### config.mk
export PLATFORM = sky130hd
export DESIGN_NAME = bbox_detect
export DESIGN_NICKNAME = d
export VERILOG_FILES = /design/src/rtl/bbox_detect.sv
export SDC_FILE = /design/constraint.sdc
export NUM_CORES = 1
export LEC_CHECK = 0
export ABC_CLOCK_PERIOD_IN_PS = 3000
export CORE_ASPECT_RATIO = 0.7
export CORE_UTILIZATION = 56
export CTS_CLUSTER_DIAMETER = 50
export DETAILED_ROUTE_END_ITERATION = 8
export PLACE_DENSITY_LB_ADDON = 0.1
export SLEW_MARGIN = 5
export SYNTH_ARGS = -nofsm -noshare
export SYNTH_HDL_FRONTEND = slang
export SYNTH_SLANG_ARGS = --single-unit
export TNS_END_PERCENT = 30
### constraint.sdc
create_clock -name pixelclk -period 3 [get_ports pixelclk]
set_input_delay 0.3 -clock pixelclk [delete_from_list [all_inputs] [get_ports pixelclk]]
set_output_delay 0.3 -clock pixelclk [all_outputs]
set_load 0.02 [all_outputs]
### src/rtl/bbox_detect.sv
// Bounding-box detector: tracks the extent of above-threshold pixels per frame and reports it once per vsync rise.
// Define BBOX_OVERLAY_EN to draw the last reported box onto the delayed video stream.
`timescale 1ns/1ps

module bbox_detect #(
    parameter int             DW        = 24,
    parameter logic [7:0]     THRESH    = 8'd128,
    parameter logic [DW-1:0]  BOX_COLOR = {DW{1'b1}}
) (
    input  logic          pixelclk,
    input  logic          reset_n,
    input  logic [DW-1:0] i_data,
    input  logic          i_hsync,
    input  logic          i_vsync,
    input  logic          i_de,
    input  logic [11:0]   i_hcount,
    input  logic [11:0]   i_vcount,
    output logic [DW-1:0] o_data,
    output logic          o_hsync,
    output logic          o_vsync,
    output logic          o_de,
    output logic [11:0]   o_xmin,
    output logic [11:0]   o_xmax,
    output logic [11:0]   o_ymin,
    output logic [11:0]   o_ymax,
    output logic          o_found,
    output logic          o_valid
);

    typedef enum logic [1:0] {
        WAIT_FRAME,
        ACCUM,
        REPORT
    } state_t;

    state_t        state, state_next;
    logic          vsync_q;
    logic          boundary;
    logic          foreground;
    logic [11:0]   acc_xmin, acc_xmax, acc_ymin, acc_ymax;
    logic          acc_hit;
    logic [DW-1:0] data_q;

    assign boundary   = i_vsync & ~vsync_q;
    assign foreground = i_de && (i_data[DW-1 -: 8] >= THRESH);

    // NOTE: all sequential state uses non-blocking assignments so every register samples pre-edge values.
    always_ff @(posedge pixelclk or negedge reset_n) begin
        if (!reset_n) begin
            state   <= WAIT_FRAME;
            vsync_q <= 1'b0;
        end else begin
            state   <= state_next;
            vsync_q <= i_vsync;
        end
    end

    // NOTE: next_state gets a default before the case so no path leaves it unassigned (no latch).
    always_comb begin
        state_next = state;
        case (state)
            WAIT_FRAME: if (boundary) state_next = ACCUM;
            ACCUM:      if (boundary) state_next = REPORT;
            REPORT:     state_next = ACCUM;
            default:    state_next = WAIT_FRAME;
        endcase
    end

    // Accumulators restart on entry to a fresh frame; the boundary-cycle pixel never updates them.
    always_ff @(posedge pixelclk or negedge reset_n) begin
        if (!reset_n) begin
            acc_xmin <= 12'hFFF;
            acc_xmax <= 12'h000;
            acc_ymin <= 12'hFFF;
            acc_ymax <= 12'h000;
            acc_hit  <= 1'b0;
        end else if ((state == WAIT_FRAME && boundary) || state == REPORT) begin
            acc_xmin <= 12'hFFF;
            acc_xmax <= 12'h000;
            acc_ymin <= 12'hFFF;
            acc_ymax <= 12'h000;
            acc_hit  <= 1'b0;
        end else if (state == ACCUM && !boundary && foreground) begin
            if (i_hcount < acc_xmin) acc_xmin <= i_hcount;
            if (i_hcount > acc_xmax) acc_xmax <= i_hcount;
            if (i_vcount < acc_ymin) acc_ymin <= i_vcount;
            if (i_vcount > acc_ymax) acc_ymax <= i_vcount;
            acc_hit <= 1'b1;
        end
    end

    // Results are latched on the edge into REPORT so they are already valid while o_valid is high.
    always_ff @(posedge pixelclk or negedge reset_n) begin
        if (!reset_n) begin
            o_valid <= 1'b0;
            o_found <= 1'b0;
            o_xmin  <= '0;
            o_xmax  <= '0;
            o_ymin  <= '0;
            o_ymax  <= '0;
        end else begin
            o_valid <= (state == ACCUM) && boundary;
            if (state == ACCUM && boundary) begin
                o_found <= acc_hit;
                o_xmin  <= acc_hit ? acc_xmin : 12'h000;
                o_xmax  <= acc_hit ? acc_xmax : 12'h000;
                o_ymin  <= acc_hit ? acc_ymin : 12'h000;
                o_ymax  <= acc_hit ? acc_ymax : 12'h000;
            end
        end
    end

    always_ff @(posedge pixelclk or negedge reset_n) begin
        if (!reset_n) begin
            o_hsync <= 1'b0;
            o_vsync <= 1'b0;
            o_de    <= 1'b0;
            data_q  <= '0;
        end else begin
            o_hsync <= i_hsync;
            o_vsync <= i_vsync;
            o_de    <= i_de;
            data_q  <= i_de ? i_data : '0;
        end
    end

`ifdef BBOX_OVERLAY_EN
    logic [11:0] hcount_q, vcount_q;
    logic        on_box;

    always_ff @(posedge pixelclk or negedge reset_n) begin
        if (!reset_n) begin
            hcount_q <= '0;
            vcount_q <= '0;
        end else begin
            hcount_q <= i_hcount;
            vcount_q <= i_vcount;
        end
    end

    // Rectangle outline test uses the delayed coordinates against the currently held box.
    always_comb begin
        on_box = 1'b0;
        if (o_de && o_found) begin
            if (hcount_q >= o_xmin && hcount_q <= o_xmax &&
                (vcount_q == o_ymin || vcount_q == o_ymax))
                on_box = 1'b1;
            if (vcount_q >= o_ymin && vcount_q <= o_ymax &&
                (hcount_q == o_xmin || hcount_q == o_xmax))
                on_box = 1'b1;
        end
    end

    assign o_data = on_box ? BOX_COLOR : data_q;
`else
    assign o_data = data_q;
`endif

endmodule
==> summary.md, run 1 <==
| Metric | Value |
|---|---|
| Result of the run | `finished, final reports clean` |
| Async set-reset flop share out of synthesis | `1.00` |
| Yosys top cell area share | `0.415` |
| Ant diodes | `0` |
| Area contributors post-synth | `dfrtp_1 42%, dfstp_2 10%, ha_1 9.2%` |
| CTS resizes | `0` |
| Startpoint Class | `flop` |
| FILL cells | `700` |
| Commonest non-fill, non-tap cell in the layout | `clkdlybuf4s50_1` |
| Post-Place Worst Slack | `0.457 ns` |
| Clock share of power | `0.260` |
| Slew @ Worst Pin | `0.881 ns` |
| Post-layout nets | `833` |
| DRC Markers | `0` |
| Synth warn | `0` |
| CP required | `3.33 ns` |
| Area of the multi-input gates | `2610 sq um` |
| NetSw | `2.67 mW` |
| Minimum clock period | `2.38 ns` |
| CTS root buf | `clkbuf_16` |
| Cell accounting for the most synthesized area | `dfrtp_1` |
| Initial Util | `0.590` |
| Critical Path Sink Type | `flop` |
| Drt pass-1 iters | `6` |
| Setup TNS | `0 ns` |
| Sw Share | `0.366` |
| Netlist cell types | `41` |
| Largest net degree at the start of global routing | `73` |
| Comb power frac | `0.377` |
| Core ar. | `10600 sq um` |
| DIE HEIGHT | `90.5 um` |
| CTS tree | `built` |
| HPWL after DPL | `11100 um` |
| Area Overhead vs Synth | `32.2%` |
| Synthesized flop and latch total | `128` |
| Initial antenna violation count | `0` |
| GPL Wtd Cong | `0.864` |
| Hold WC Path Type | `input port to flop` |
| Die width | `128 um` |
| Flop pwr share | `0.363` |
| Syn Area/Cell | `10.4 sq um` |
| Total power per unit cell area | `881 nW/um^2` |
| Max FFs per register | `24` |
| Share of cells above drive strength 1 | `0.130` |
| Routed WL per cell | `17.7 um` |
| Internal Pwr Total | `4.63 mW` |
| Fmax | `421 MHz` |
| P_leak | `3.99 nW` |
| Clk_lat worst skew | `0.41 ns` |
| H-tree depth | `4` |
| Syn Nets | `699` |
| Maximum vdd drop | `0.574 mV` |
| Critical path type | `flop to flop` |
| Maxcap violations | `0` |
| CP max FO | `12` |
| Most frequent cells in the layout | `128 x clkdlybuf4s50_1, 104 x dfrtp_1, 79 x nand2_1` |
| Crit path DAT | `2.70 ns` |
| Setup-failing EPs final | `0` |
| Fraction of the yosys area taken by sequential cells | `0.516` |
| Syn Inst Count | `600` |
| Vias in the first global route | `4936` |
| Main flop type after synthesis | `dfrtp_1` |
| First-pass GRT wire length | `25600 um` |
| IO Port Bufs | `129` |
| Vias | `5036` |
| Register area | `3230 sq um` |
| Final WS setup | `0.622 ns` |
| Max-slew violations | `0` |
| Max Clock Skew | `0.00667 ns` |
| Sink Count | `128` |
| Gr usage total | `0.289` |
| Drt initial violations | `527` |
| Boundary pin count | `130` |
| # rows | `31` |
| Vias per cell | `5.63` |
| Routed Antenna Nets | `0` |
| Total CTS buffers | `17` |
| RSZ-0062 raised after global routing | `no` |
| Die ar. | `11600 sq um` |
| Post-synth EDFFs | `0` |
| Netlist Area Pre-Place | `6270 sq um` |
| Detailed Route WL | `15900 um` |
| Grt ovf | `0` |
| Clock transition at path regs | `0.06 ns` |
| Worst slew margin | `0.413` |
| Hold violation total from the final report | `0` |
| Period utilization | `0.793` |
| Clock Path Buffers | `2` |
worst max-delay path, cell delays in order (launching register included):
cell and delay [ns]:
dfstp_2 0.52, inv_1 0.08, ha_1 0.31, and3_1 0.22, a221oi_2 0.35, a2bb2oi_2 0.49
a21oi_1 0.13, o21ai_0 0.20
power by group through the flow:
stage	combinational (mW)	sequential, mW	clock, mW
after global routing	2.99	2.71	2.00
after floorplan	1.36	2.90	0
final	2.75	2.65	1.90
after global placement	2.57	2.64	0
after detailed placement	2.69	2.67	0
after CTS	2.74	2.65	1.92
repair_timing:
item,4_1_cts,5_1_grt
endpoints found under the hold margin,18,0
hold buffers,1,0
buffers inserted,0,0
layout make-up:
class | instances | share of cell area
flip-flops and latches | 128 | 0.390
multi-input cells | 370 | 0.315
repair buffers | 146 | 0.174
inverters | 71 | 0.0322
well taps | 148 | 0.0224
clock buffers | 21 | 0.0544
clock inverters | 11 | 0.0113
cell usage after synthesis (2+ instances only):
master and count:
nor2_1 9, a211oi_1 4, nand4_1 8, o2bb2ai_1 2, nor2b_1 3, o21ai_1 14, and4bb_2 2, or3_4 2
buf_2 6, dfrtp_1 104, nand2_1 80, o211a_1 2, and3_1 2, a21oi_1 26, a21o_1 2, and2_1 23
o41ai_4 2, nor3_2 12, o21ai_0 25, nor3_1 12, nor3b_1 2, inv_1 70, o31ai_1 44, o211ai_2 2
buf_6 4, mux2i_1 24, a221oi_2 2, dfstp_2 24, ha_1 46, clkbuf_1 20, nand3_1 12
per-stage QoR:
| stage | hold slack, ns | area [sq um] | cells | total power, mW | utilization |
|---|---|---|---|---|---|
| 3_5_place_dp | 0.249 | 7730 | 862 | 5.36 | 0.727 |
| 4_1_cts | 0.327 | 8280 | 895 | 7.31 | 0.779 |
| 6_report | 0.338 | 8280 | 895 | 7.30 | 0.779 |
| 2_1_floorplan | 0.00441 | 6270 | 600 | 4.26 | - |
| 3_3_place_gp | 0.240 | 7730 | 862 | 5.21 | 0.727 |
| 5_1_grt | 0.332 | 8280 | 895 | 7.71 | 0.779 |
cells by family (layout without fill, tap and decap cells):
family,count (synthesis),in the layout,synth area share
AND/OR/NAND/NOR,171,171,0.144
AO/OA/AOI/OAI,128,128,0.140
flip-flops,128,128,0.516
buffers and inverters,102,249,0.0677
adder cells (fa/ha/maj),46,46,0.0919
multiplexers,24,24,0.0383
XOR/XNOR,1,1,0.00140
final timing paths:
path                       depth (start not counted)     endpoint  slack [ns]        start
max                                                7  acc_xmin[0]        0.62  acc_xmin[7]
min                                                1      o_hsync        0.34      i_hsync
max reg2reg                                        7  acc_xmin[0]        0.62  acc_xmin[7]
min reg2reg                                        2    o_ymin[6]        0.48    o_ymin[6]
max in group asynchronous                          3  acc_xmin[6]        1.92      reset_n
min in group asynchronous                          2    o_ymin[3]        0.35      reset_n
routing by layer:
layer | GRT usage | share of wire | vias up
met1 | 0.420 | 0.46 | 2415
met2 | 0.438 | 0.45 | 254
met5 | 0 | 0 | -
li1 | - | - | 2334
met4 | 0.0765 | 0.017 | 0
met3 | 0.0646 | 0.077 | 33
(Power assumes the default switching activity.)
==> run 2, diff against run 1 <==
- ABC_CLOCK_PERIOD_IN_PS: 3000 -> 2500
- CORE_UTILIZATION: 56 -> 52
- clock period: 3 -> 2.5 ns (I/O delays scaled with it)
==> run 2 against run 1 <==
Net effect: critical path depth is the same; global-route usage shrank 1.9 points; power grew 24%; die area grew 7.5%; clock skew grew 0.0013 ns; first-iteration DRC count shrank 30%; hold slack lost 0.056 ns; setup slack lost 0.43 ns; combinational power grew 20%; routed wire length shrank 0.72%; non-clock buffer count grew 11; via count shrank 1.6%; critical path type unchanged.
==> summary.md, run 2 (synthesis gave the netlist of run 1 again) <==
| Metric | Value |
|---|---|
| Result of the run | `finished, final reports clean` |
| RSZ-0062 raised after global routing | `no` |
| # rows | `33 (+6.5%)` |
| Commonest non-fill, non-tap cell in the layout | `clkdlybuf4s50_1` |
| Clock Path Buffers | `2 (unchanged)` |
| Worst slew margin | `0.425 (+0.0115)` |
| Boundary pin count | `130 (unchanged)` |
| DRC Markers | `0 (unchanged)` |
| Area Overhead vs Synth | `34.9%` |
| CP required | `2.80 ns (-0.53 ns)` |
| Min Hold Slack | `0.282 ns (-0.0562 ns)` |
| GPL Wtd Cong | `0.834 (-3.6%)` |
| Die ar. | `12500 sq um (+7.5%)` |
| Post-Place Worst Slack | `0.0528 ns (-0.404 ns)` |
| HPWL after DPL | `11300 um (+1.3%)` |
| Critical Path Sink Type | `flop` |
| FILL cells | `827 (+18%)` |
| Hold Path Sink | `o_hsync` |
| Grt ovf | `0 (unchanged)` |
| P_leak | `4.07 nW (+1.9%)` |
| Die width | `133 um (+3.7%)` |
| H-tree depth | `4 (unchanged)` |
| HP Start | `i_hsync` |
| Worst flop-to-flop path startpoint | `acc_xmin[7]` |
| Maximum vdd drop | `0.612 mV (+6.7%)` |
| CTS resizes | `0 (unchanged)` |
| Sink Count | `128 (unchanged)` |
| IO Port Bufs | `129 (unchanged)` |
| Post-layout nets | `844 (+1.3%)` |
| Minimum clock period | `2.30 ns (-0.0748 ns)` |
| Drt pass-1 iters | `5 (-1)` |
| Core ar. | `11700 sq um (+10%)` |
| Max Clock Skew | `0.00793 ns (+0.00126 ns)` |
| Most frequent cells in the layout | `128 x clkdlybuf4s50_1, 104 x dfrtp_1, 79 x nand2_1` |
| Crit path DAT | `2.61 ns (-0.09 ns)` |
| Vias per cell | `5.42 (-3.7%)` |
| Hold WC Path Type | `input port to flop` |
| Hold violation total from the final report | `0 (unchanged)` |
| Final WS setup | `0.197 ns (-0.425 ns)` |
| Maxcap violations | `0 (unchanged)` |
| Setup TNS | `0 ns (unchanged)` |
| Max FFs per register | `24 (unchanged)` |
| Detailed Route WL | `15800 um (-0.72%)` |
| Vias in the first global route | `4785 (-3.1%)` |
| Gr usage total | `0.271 (-0.0185)` |
| Initial antenna violation count | `0 (unchanged)` |
| Total power | `9.04 mW (+24%)` |
| Worst Reg-to-Reg Cells | `7 (unchanged)` |
| Initial Util | `0.534 (-0.0552)` |
| Reg2reg end | `acc_xmin[1]` |
| Critical path type | `flop to flop` |
| Clk_lat worst skew | `0.41 ns (about the same)` |
| CTS root buf | `clkbuf_16` |
| Max-slew violations | `0 (unchanged)` |
| Largest net degree at the start of global routing | `64 (-12%)` |
| Total power per unit cell area | `1070 nW/um^2 (+21%)` |
| CTS tree | `built` |
| Period utilization | `0.921 (+0.129)` |
| Ant diodes | `0 (unchanged)` |
| Vias | `4956 (-1.6%)` |
| Drt initial violations | `367 (-30%)` |
| Slew @ Worst Pin | `0.862 ns (-0.0185 ns)` |
| Final core occ | `0.721 (-0.0585)` |
| CP max FO | `12 (unchanged)` |
| Fmax | `434 MHz (+3.2%)` |
| Worst hold stages | `1 (unchanged)` |
| DIE HEIGHT | `93.8 um (+3.7%)` |
| Worst reg2reg setup slack | `0.20 ns (-0.43 ns)` |
| First-pass GRT wire length | `25600 um (-0.14%)` |
| Total CTS buffers | `17 (unchanged)` |
| Share of cells above drive strength 1 | `0.145 (+0.0153)` |
| Clock transition at path regs | `0.06 ns (about the same)` |
| Setup-failing EPs final | `0 (unchanged)` |
| Routed Antenna Nets | `0 (unchanged)` |
| Startpoint Class | `flop` |
| Setup Fix Bufs, Post-CTS | `0 (unchanged)` |
| Post-CTS Hold Buffers | `1 (unchanged)` |
| Routed WL per cell | `17.2 um (-2.9%)` |
-- run 2: changes by cell type in the layout (fill, tap and decap cells not counted) --
cell,change
inv_8,+1
clkbuf_1,-2
clkinv_2,-4
buf_12,+1
clkinv_4,-2
inv_6,+5
clkinvlp_4,+1
clkbuf_8,-1
bufinv_16,+2
buf_4,+10
-- run 2: critical path, stage by stage, from the launching register on --
cell and delay (ns):
dfstp_2 0.53, inv_1 0.08, ha_1 0.32, and3_1 0.22
a221oi_2 0.37, o2bb2ai_1 0.31, o21ai_0 0.27, nand3_1 0.11
-- run 2: worst max path at each step --
stage	start	slack [ns]	depth (start not counted)	end
after floorplan	acc_xmin[7]	0.54	8	acc_xmin[10]
after global routing	acc_xmin[7]	0.02	7	acc_xmin[1]
after global placement	i_hcount[1]	0.16	8	acc_xmax[7]
after detailed placement	i_vcount[1]	0.05	8	acc_ymax[4]
final	acc_xmin[7]	0.20	7	acc_xmin[1]
after CTS	acc_xmin[7]	0.23	7	acc_xmin[1]
-- run 2: layer usage --
metal,track usage,vias up,part of all wire
li1,-,2358,-
met4,0.0890,0,0.015
met5,0,-,0
met2,0.392,179,0.42
met1,0.397,2398,0.50
met3,0.0658,21,0.068
-- run 2: area by class of cell --
| type | instances | area [sq um] | share of cell area |
|---|---|---|---|
| Clock inverter | 14 | 179 | 0.0212 |
| Multi-Input combinational cell | 370 | 2610 | 0.309 |
| Tap cell | 157 | 196 | 0.0232 |
| Inverter | 71 | 267 | 0.0315 |
| Clock buffer | 18 | 429 | 0.0508 |
| Timing Repair Buffer | 157 | 1540 | 0.182 |
| Sequential cell | 128 | 3230 | 0.382 |
-- run 2: report_power, final --
part	switching, mW	total [mW]	internal (mW)
Combinational	1.94	3.31	1.37
Clock	0.967	2.55	1.59
Sequential	0.360	3.17	2.81
Total	3.27	9.04	5.77
-- run 2: metrics by stage --
stage	instance area (sq um)	std cells
floorplan	6270	600
detailed placement	7840	882
finish	8450	915
CTS	8450	915
global route	8450	915
global placement	7840	882
